## src/rtl/morse_pkg.sv

```systemverilog
// Shared Morse display types: default character width, blank glyph code,
// per-cycle line-buffer operation and character-slot load selection.
package morse_pkg;

    localparam int         CHAR_W_DEF = 8;
    localparam logic [7:0] BLANK_CHAR = 8'hFF;

    typedef enum logic [2:0] {
        OP_NONE    = 3'd0,
        OP_CLR     = 3'd1,
        OP_PUSH    = 3'd2,
        OP_POP     = 3'd3,
        OP_REPLACE = 3'd4
    } op_t;

    typedef enum logic [1:0] {
        SEL_HOLD  = 2'd0,
        SEL_LEFT  = 2'd1,
        SEL_RIGHT = 2'd2,
        SEL_VALUE = 2'd3
    } slot_sel_t;

    // Slot k takes the newer neighbour on push, the older one on pop, and a
    // direct value when it is slot 0 being written or the whole line is cleared.
    function automatic slot_sel_t slot_sel(input op_t op, input logic is_newest);
        slot_sel_t sel;
        case (op)
            OP_CLR:     sel = SEL_VALUE;
            OP_PUSH:    sel = is_newest ? SEL_VALUE : SEL_LEFT;
            OP_POP:     sel = SEL_RIGHT;
            OP_REPLACE: sel = is_newest ? SEL_VALUE : SEL_HOLD;
            default:    sel = SEL_HOLD;
        endcase
        return sel;
    endfunction

endpackage

```

## src/rtl/char_line_buffer_if.sv

```systemverilog
// Push/pop/clear handshake and flat display bus of the character line buffer.
// The master drives requests; the slave (the buffer) returns status and the line.
interface char_line_buffer_if #(
    parameter int CHAR_W = 8,
    parameter int DEPTH  = 8
);
    localparam int CNT_W = $clog2(DEPTH + 1);

    logic                    clr;
    logic                    push_valid;
    logic [CHAR_W-1:0]       push_char;
    logic                    push_ready;
    logic                    pop_valid;
    logic                    pop_ready;
    logic [DEPTH*CHAR_W-1:0] line;
    logic [CNT_W-1:0]        count;
    logic                    empty;
    logic                    full;
    logic                    err;

    modport master (
        output clr, push_valid, push_char, pop_valid,
        input  push_ready, pop_ready, line, count, empty, full, err
    );

    modport slave (
        input  clr, push_valid, push_char, pop_valid,
        output push_ready, pop_ready, line, count, empty, full, err
    );

endinterface

```

## src/rtl/char_line_buffer_slot.sv

```systemverilog
// One character slot of the line buffer: a CHAR_W register that holds, loads
// from its newer (left) or older (right) neighbour, or loads a direct value.
module char_slot
    import morse_pkg::*;
#(
    parameter int                CHAR_W  = CHAR_W_DEF,
    parameter logic [CHAR_W-1:0] RST_VAL = CHAR_W'(BLANK_CHAR)
) (
    input  logic              clk,
    input  logic              rst,
    input  slot_sel_t         sel,
    input  logic [CHAR_W-1:0] left_char,
    input  logic [CHAR_W-1:0] right_char,
    input  logic [CHAR_W-1:0] load_char,
    output logic [CHAR_W-1:0] q
);

    // Slot register with four-way load mux.
    always_ff @(posedge clk or posedge rst) begin
        if (rst) begin
            q <= RST_VAL;
        end else begin
            case (sel)
                SEL_LEFT:  q <= left_char;
                SEL_RIGHT: q <= right_char;
                SEL_VALUE: q <= load_char;
                SEL_HOLD:  q <= q;
                default:   q <= q;
            endcase
        end
    end

endmodule

```

## src/rtl/char_line_buffer.sv

```systemverilog
// Character line buffer for decoded Morse symbols; newest character in slot 0.
// Build option CHAR_LINE_BUFFER_SCROLL_EN: pushing into a full line scrolls out the oldest.
module char_line_buffer
    import morse_pkg::*;
#(
    parameter int                CHAR_W = CHAR_W_DEF,
    parameter int                DEPTH  = 8,
    parameter logic [CHAR_W-1:0] FILL   = CHAR_W'(BLANK_CHAR)
) (
    input logic               clk,
    input logic               rst,
    char_line_buffer_if.slave bus
);

    localparam int               CNT_W     = $clog2(DEPTH + 1);
    localparam logic [CNT_W-1:0] DEPTH_CNT = CNT_W'(DEPTH);
    localparam logic [CNT_W-1:0] ONE_CNT   = CNT_W'(1);
    localparam logic [CNT_W-1:0] ZERO_CNT  = CNT_W'(0);

    op_t                     op_s;
    logic                    push_ready_s;
    logic                    err_nxt_s;
    logic [CNT_W-1:0]        count_nxt_s;
    logic [CHAR_W-1:0]       load_char_s;
    logic [DEPTH*CHAR_W-1:0] line_s;
    slot_sel_t               sel_s  [DEPTH];
    logic [CHAR_W-1:0]       slot_s [DEPTH];

    logic [CNT_W-1:0]        count_r;
    logic                    empty_r;
    logic                    full_r;
    logic                    err_r;

`ifdef CHAR_LINE_BUFFER_SCROLL_EN
    assign push_ready_s = 1'b1;
`else
    assign push_ready_s = ~full_r;
`endif

    // Decode the single operation applied this cycle (clr > replace > push > pop).
    always_comb begin
        op_s      = OP_NONE;
        err_nxt_s = 1'b0;
        if (bus.clr) begin
            op_s = OP_CLR;
        end else if (bus.push_valid && bus.pop_valid && !empty_r) begin
            op_s = OP_REPLACE;
        end else if (bus.push_valid) begin
            if (push_ready_s) begin
                op_s = OP_PUSH;
            end else begin
                err_nxt_s = 1'b1;
            end
        end else if (bus.pop_valid) begin
            if (!empty_r) begin
                op_s = OP_POP;
            end else begin
                err_nxt_s = 1'b1;
            end
        end else begin
            op_s = OP_NONE;
        end
    end

    // Next occupancy; a scrolling push into a full line keeps the count at DEPTH.
    always_comb begin
        count_nxt_s = count_r;
        case (op_s)
            OP_CLR:  count_nxt_s = ZERO_CNT;
            OP_PUSH: begin
                if (count_r != DEPTH_CNT) begin
                    count_nxt_s = count_r + ONE_CNT;
                end else begin
                    count_nxt_s = count_r;
                end
            end
            OP_POP:  count_nxt_s = count_r - ONE_CNT;
            default: count_nxt_s = count_r;
        endcase
    end

    // Slot select per position, and the direct value (blank on clear, new char otherwise).
    always_comb begin
        load_char_s = (op_s == OP_CLR) ? FILL : bus.push_char;
        for (int k = 0; k < DEPTH; k++) begin
            sel_s[k] = slot_sel(op_s, (k == 0));
        end
    end

    for (genvar k = 0; k < DEPTH; k++) begin : g_slot
        logic [CHAR_W-1:0] left_s;
        logic [CHAR_W-1:0] right_s;

        if (k == 0) begin : g_first
            assign left_s = FILL;
        end else begin : g_inner_l
            assign left_s = slot_s[k-1];
        end

        if (k == DEPTH - 1) begin : g_last
            assign right_s = FILL;
        end else begin : g_inner_r
            assign right_s = slot_s[k+1];
        end

        char_slot #(
            .CHAR_W  (CHAR_W),
            .RST_VAL (FILL)
        ) u_slot (
            .clk        (clk),
            .rst        (rst),
            .sel        (sel_s[k]),
            .left_char  (left_s),
            .right_char (right_s),
            .load_char  (load_char_s),
            .q          (slot_s[k])
        );
    end

    // Occupancy, flags and error pulse, all derived from the next count.
    always_ff @(posedge clk or posedge rst) begin
        if (rst) begin
            count_r <= ZERO_CNT;
            empty_r <= 1'b1;
            full_r  <= 1'b0;
            err_r   <= 1'b0;
        end else begin
            count_r <= count_nxt_s;
            empty_r <= (count_nxt_s == ZERO_CNT);
            full_r  <= (count_nxt_s == DEPTH_CNT);
            err_r   <= err_nxt_s;
        end
    end

    // Flatten slots onto the display bus, slot 0 in the low bits.
    always_comb begin
        line_s = '0;
        for (int k = 0; k < DEPTH; k++) begin
            line_s[k*CHAR_W +: CHAR_W] = slot_s[k];
        end
    end

    assign bus.push_ready = push_ready_s;
    assign bus.pop_ready  = ~empty_r;
    assign bus.line       = line_s;
    assign bus.count      = count_r;
    assign bus.empty      = empty_r;
    assign bus.full       = full_r;
    assign bus.err        = err_r;

endmodule

```

## src/flat_wrapper.sv

```systemverilog
// flat-port wrapper written by rule: the top's interface ports become plain ports
module char_line_buffer_flat import morse_pkg::*;
#(
    parameter int                CHAR_W = CHAR_W_DEF,
    parameter int                DEPTH  = 8,
    parameter logic [CHAR_W-1:0] FILL   = CHAR_W'(BLANK_CHAR)
)
  (clk, rst, bus_clr, bus_push_valid, bus_push_char, bus_pop_valid, bus_push_ready, bus_pop_ready, bus_line, bus_count, bus_empty, bus_full, bus_err);
  char_line_buffer_if #(.CHAR_W(CHAR_W), .DEPTH(DEPTH)) bus_i ();
  input logic clk;
  input logic rst;
  input wire logic [$bits(bus_i.clr)-1:0] bus_clr;
  input wire logic [$bits(bus_i.push_valid)-1:0] bus_push_valid;
  input wire logic [$bits(bus_i.push_char)-1:0] bus_push_char;
  input wire logic [$bits(bus_i.pop_valid)-1:0] bus_pop_valid;
  output wire logic [$bits(bus_i.push_ready)-1:0] bus_push_ready;
  output wire logic [$bits(bus_i.pop_ready)-1:0] bus_pop_ready;
  output wire logic [$bits(bus_i.line)-1:0] bus_line;
  output wire logic [$bits(bus_i.count)-1:0] bus_count;
  output wire logic [$bits(bus_i.empty)-1:0] bus_empty;
  output wire logic [$bits(bus_i.full)-1:0] bus_full;
  output wire logic [$bits(bus_i.err)-1:0] bus_err;
  assign bus_i.clr = bus_clr;
  assign bus_i.push_valid = bus_push_valid;
  assign bus_i.push_char = bus_push_char;
  assign bus_i.pop_valid = bus_pop_valid;
  assign bus_push_ready = bus_i.push_ready;
  assign bus_pop_ready = bus_i.pop_ready;
  assign bus_line = bus_i.line;
  assign bus_count = bus_i.count;
  assign bus_empty = bus_i.empty;
  assign bus_full = bus_i.full;
  assign bus_err = bus_i.err;
  char_line_buffer #(.CHAR_W(CHAR_W), .DEPTH(DEPTH), .FILL(FILL)) u_core (.clk(clk), .rst(rst), .bus(bus_i));
endmodule
```

## config.mk

```make
export PLATFORM = sky130hd
export DESIGN_NAME = char_line_buffer_flat
export DESIGN_NICKNAME = d
export VERILOG_FILES = /design/src/rtl/morse_pkg.sv /design/src/rtl/char_line_buffer_if.sv /design/src/rtl/char_line_buffer_slot.sv /design/src/rtl/char_line_buffer.sv /design/src/flat_wrapper.sv
export SDC_FILE = /design/constraint.sdc
export NUM_CORES = 1
export LEC_CHECK = 0
export CAP_MARGIN = 30
export CORE_MARGIN = 1.5
export CORE_UTILIZATION = 35
export CTS_BUF_LIST = sky130_fd_sc_hd__clkbuf_4
export CTS_CLUSTER_SIZE = 14
export DETAILED_ROUTE_END_ITERATION = 16
export PLACE_DENSITY_LB_ADDON = 0.2
export SLEW_MARGIN = 10
export SYNTH_ARGS = -nofsm -noshare
export SYNTH_HDL_FRONTEND = slang
export SYNTH_SLANG_ARGS = --single-unit
```

## constraint.sdc

```tcl
create_clock -name clk -period 2.95 [get_ports clk]
set_input_delay 0.59 -clock clk [delete_from_list [all_inputs] [get_ports clk]]
set_output_delay 0.59 -clock clk [all_outputs]
set_load 0.05 [all_outputs]
```

; ---- Word-level counts from Yosys, hierarchy flattened
; Cells that the tools add are included.
; W data, S select, Z words.
[classes]
addsub = 2
eq_ne = 12
mux = 25
n_bitwise = 2
n_reduce_logical = 7
[op_table]
columns = op, count
row1 = $pmux W8 S3, 8
row2 = $pmux W4 S3, 1
row3 = $mux W3, 3
row4 = $eq A2 B2 Y1 const B, 4
row5 = $mux W8, 1
row6 = $eq A3 B2 Y1 const B, 2
row7 = $mux W1, 6
row8 = $mux W2, 3
row9 = $pmux W2 S3, 1
row10 = $add A4 B1 Y4 const B, 1
row11 = $eq A2 B1 Y1 const B, 2
row12 = $eq A4 B4 Y1 const B, 1
row13 = $logic_not A2 Y1, 2
row14 = $logic_not A4 Y1, 1
row15 = $mux W4, 1
row16 = $ne A4 B4 Y1 const B, 1
row17 = $pmux W2 S2, 1
row18 = $sub A4 B1 Y4 const B, 1
row19 = $eq A3 B1 Y1 const B, 1
row20 = $eq A3 B3 Y1 const B, 1
row21 = $reduce_or A3 Y1, 1
row22 = $logic_and A1 B1 Y1, 2
row23 = $not A1 Y1, 2
row24 = $logic_not A1 Y1, 1
[word_totals]
register_bits = 71
in_bits = 13
out_inout_bits = 73
wordCells = 60

; ---- Depth between registers and ports, before layout
[depth]
depth_word = 10
depth_mapped = 7
ltp_nobuf = 7

; ---- Hierarchy
; Synthesis repeated with hierarchy kept, for this count alone.
[unflattened]
cells_unflattened = 220
area_unflattened_um2 = 3896.2
[by_module_without_submodules]
columns = mod, n_inst, cells_each, area_each_um2, seq_area_each_um2
row1 = char_slot, 8, 19, 416.6, 210.2
row2 = char_line_buffer, 1, 68, 563.0, 176.4

; ---- Worst setup path before layout
; Ideal clock, no wire load.
[synth_timing]
kind = register -> register
from = reg u_core.empty_r, in the netlist u_core.bus.empty
to = reg u_core.empty_r, in the netlist u_core.bus.empty
setup_time_ps = 90
t_arrival_ps = 1846
required_time_ps = 2860
slack_ps = 1014
stages_incl_launch_ff = 7
n_path_buf = 1
synth_period_minus_slack_ps = 1936
path_cell_list = dfstp_2 > nand2b_1 > and2_1 > clkbuf_1 > a41oi_1 > mux2_4 > nor4_2
[synth_between]
elab_chain_len = 8
elab_cells_between_ends = 12
classes_between = eq/ne (3) / mux (6) / reduce/logical (3)
[synth_rtl]
columns = element, line
row1 = "start, declared", char_line_buffer.sv:30  ; logic empty_r;
row2 = "start signal, assigned", char_line_buffer.sv:129  ; empty_r <= (count_nxt_s == ZERO_CNT);
row3 = $mux W2, char_line_buffer.sv:55  ; if (!empty_r) begin
row4 = $mux W2, char_line_buffer.sv:54  ; end else if (bus.pop_valid) begin
row5 = $mux W3, char_line_buffer.sv:48  ; end else if (bus.push_valid) begin
row6 = $mux W3 *, char_line_buffer.sv:46  ; end else if (bus.push_valid && bus.pop_valid && !empty_r) begin
row7 = $mux W3 *, char_line_buffer.sv:44  ; if (bus.clr) begin
row8 = $eq A3 B2 Y1 or $eq A3 B1 Y1 (tied branches), char_line_buffer.sv:68  ; case (op_s)
row9 = $pmux W4 S3 *, char_line_buffer.sv:68
row10 = via u_core.count_nxt_s[3], char_line_buffer.sv:23  ; logic [CNT_W-1:0] count_nxt_s;
row11 = $logic_not A4 Y1 *, char_line_buffer.sv:129
; Mark *: on every way through the listed nets, which the timed path passes. The rest lies on a longest branch.
; A chain may end at the register's enable or synchronous reset.

; ---- Worst setup path in the final report
[layout_timing]
from = reg u_core.g_slot[3].u_slot.q[2]
to = out bus_line[26]
[layout_rtl]
columns = element, line
row1 = "start, declared", char_line_buffer_slot.sv:15  ; output logic [CHAR_W-1:0] q
row2 = "start signal, assigned", char_line_buffer_slot.sv:24  ; SEL_LEFT: q <= left_char;
row3 = "start signal, assigned", char_line_buffer_slot.sv:25  ; SEL_RIGHT: q <= right_char;
row4 = "start signal, assigned", char_line_buffer_slot.sv:26  ; SEL_VALUE: q <= load_char;
row5 = "end, declared", flat_wrapper.sv:18  ; output wire logic [$bits(bus_i.line)-1:0] bus_line;
; No word-level cell between the ends.

==> results.json <==
{
  "coreArea_sq_um": 10200,
  "antenna_found_initial": 0,
  "cts_sinks": 71,
  "place_hpwl_um": 6350,
  "outcome": "completed",
  "dp_slack_ns": 0.384,
  "sequentialPowerShare_pct": 36.0,
  "synth_edf_count": 0,
  "skew_ns": 0.00934,
  "diodes": 0,
  "io_buffers": 85,
  "finalCriticalPeriod_ns": 2.43,
  "power_frac_clock_pct": 18.2,
  "total_power_mw": 4.27,
  "final-max-slew-violation-count": 0,
  "synth_cell_types": 32,
  "synth_top_area_share_pct": 46.5,
  "p_sw_share_pct": 43.1,
  "p_leak_nw": 1.98,
  "via_per_inst": 5.05,
  "min_to": "u_core.g_slot[0].u_slot.q[6]$_DFFE_PP1P_",
  "holdBufCountCts": 0,
  "cts_setup_buffers": 0,
  "async_flop_share_pct": 100,
  "route.detailed.drc": 0,
  "use_met1_pct": 24.7,
  "synth_common_cells": "nand2_1 (105), dfstp_2 (65), nor2_1 (59), a31oi_1 (49), or2_2 (49)",
  "synth_ff_type": "dfstp_2",
  "r2r_setup_slack_ns": 1.12,
  "cts_tree": "done",
  "worst_ep_required_time_ns": 2.36,
  "worstMarginPinSlew_ns": 0.524,
  "path_cells": "clkdlybuf4s50_1",
  "top_usage_layer": "met2",
  "critPathTopFamily": "buffers and inverters",
  "setup_viol": 0,
  "core.rowCount": 37,
  "critPathKind": "reg -> out",
  "cp_num_buf_inv": 1,
  "grt_overflow": 0,
  "ir_drop_uv": 466,
  "arrival_ns": 1.84,
  "area_delta_synth_final_pct": 32.0,
  "hold_start": "u_core.g_slot[1].u_slot.q[6]$_DFFE_PP1P_",
  "yosysWarnings": 0,
  "start_kind": "flop",
  "worst-path-stages": 1,
  "syn-num-nets": 444,
  "synth_area_sq_um": 3670,
  "path_clk_slew_ns": 0.12,
  "setup_slack_ns": 0.518,
  "r2r_end": "u_core.bus.empty$_DFF_PP1_",
  "worstRegToRegCells": 5,
  "insertion_delay_ns": 0.41,
  "fmaxAchievable_ghz": 0.411,
  "endpoint_kind": "output pin",
  "routed_wirelength_um": 9470,
  "htreeDepth": 3,
  "grt.total_usage_pct": 17.7,
  "max_stage_delay_ns": 0.83,
  "ant_nets": 0,
  "ys_ff_latch": 71,
  "met3_usage_pct": 3.15,
  "cts_resized": 0,
  "comb_power_share_pct": 45.8,
  "grt_pass1_wl_um": 15700,
  "cts_root_buf": "clkbuf_4",
  "avgRoutedWirePerCell_um": 14.7,
  "yosysTopAreaCell": "dfstp_2",
  "hold_violations": 0,
  "top_level_ports": 86,
  "synthCells": 428,
  "r2r-start": "u_core.bus.empty$_DFF_PP1_",
  "drive_gt1_share_pct": 29.2,
  "num_vias": 3245,
  "initial_core_util_pct": 35.9,
  "synthTopCellsByArea": "dfstp_2 (47%), nand2_1 (11%), a31oi_1 (8.4%)",
  "hold_depth": 2,
  "num-nets-final": 517,
  "relSlewSlack_pct": 65.0,
  "seq_area_frac_synth_pct": 50.6,
  "gp_congestion": 0.803,
  "cellInternalPower_mw": 2.43,
  "power_density_nw_per_um2": 881,
  "synth.avg_cell_area_sq_um": 8.58,
  "grt_max_degree": 61,
  "die_w_um": 105,
  "drtIter0Drc": 211,
  "finalSetupTns_ns": 0,
  "hold_class": "reg -> reg",
  "clk_path_buf_depth": 2,
  "p_sw_mw": 1.84,
  "cts_buffers": 9,
  "worst-path-max-fanout": 4,
  "yosysMostFrequentCell": "nand2_1",
  "detail_route.first_pass.iterations": 4,
  "met2_usage_pct": 27.5,
  "period_share_pct": 82.4,
  "grt_pass1_vias": 3049,
  "rsz0062_at_grt": "no",
  "die_h_um": 105,
  "crit_path_top_delay_cell": "clkdlybuf4s50_1",
  "max_cap_viol_count": 0,
  "dieArea_sq_um": 11100
}
-- power by group through the flow --
stage	Sequential [mW]	Combinational [mW]	Clock (mW)
global route	1.57	2.09	0.836
floorplan	2.15	0.743	0
finish	1.53	1.95	0.777
detailed placement	1.55	1.96	0
global placement	1.55	1.94	0
CTS	1.54	1.97	0.796
-- worst max path at each step --
stage | slack (ns) | to | start
floorplan | 0.67 | u_core.bus.count[0]$_DFF_PP0_ | rst
global placement | 0.46 | u_core.bus.empty$_DFF_PP1_ | bus_pop_valid
detailed placement | 0.38 | u_core.bus.empty$_DFF_PP1_ | bus_pop_valid
CTS | 0.48 | bus_line[44] | u_core.g_slot[5].u_slot.q[4]$_DFFE_PP1P_
global route | 0.45 | bus_line[15] | u_core.g_slot[1].u_slot.q[7]$_DFFE_PP1P_
finish | 0.52 | bus_line[26] | u_core.g_slot[3].u_slot.q[2]$_DFFE_PP1P_
-- registers in the layout, summed over array words and instances, names as in the netlist --
register / cells
u_core.bus.full: 1
u_core.g_slot.u_slot.q: 64
u_core.bus.err: 1
u_core.bus.empty: 1
u_core.bus.count: 4
-- layer usage --
layer	wire, um	part of all wire [%]
met1	4620	49
met2	4290	45
met3	442	4.7
met4	122	1.3
met5	0	0
-- placed cells by master (no fill, tap or decap), drive strengths merged, types with 8 or more instances in the layout --
cell,instances
a21oi,10
a31oi,50
buf,10
clkbuf,9
clkdlybuf4s50,84
dfstp,65
nand2,105
nand2b,9
nor2,59
o22ai,8
or2,49
-- cell type report --
| class | count | area (sq um) |
|---|---|---|
| clock inverter | 7 | 111 |
| timing repair buffer | 94 | 951 |
| clock buffer | 9 | 67.6 |
| inverter | 6 | 22.5 |
| fill | 978 | 5390 |
| sequential | 71 | 1860 |
| tap | 136 | 170 |
| multi-input combinational | 319 | 1660 |
-- worst min-delay path, delay by kind of cell (launching register included) --
kind          cells  cell delay, ns
flops             1            0.41
simple gates      2            0.09
-- metrics by stage --
step                      area [sq um]  hold slack, ns  instances  utilization [%]
after floorplan                   3670           0.579        428                -
after global placement            4670           0.476        626             45.6
after detailed placement          4670           0.479        626             45.6
after CTS                         4840           0.497        642             47.4
after global routing              4840           0.513        642             47.4
final                             4840           0.492        642             47.4
-- cells by family after synthesis --
| kind of cell | synth area share, % |
|---|---|
| flops | 50.6 |
| fa+ha+maj | 1.02 |
| mux | 0.409 |
| xor+xnor | 0.239 |
| buf+inv | 4.23 |
| simple gates | 29.6 |
| compound gates | 13.9 |
No activity file was read; power rests on OpenSTA's default activity.
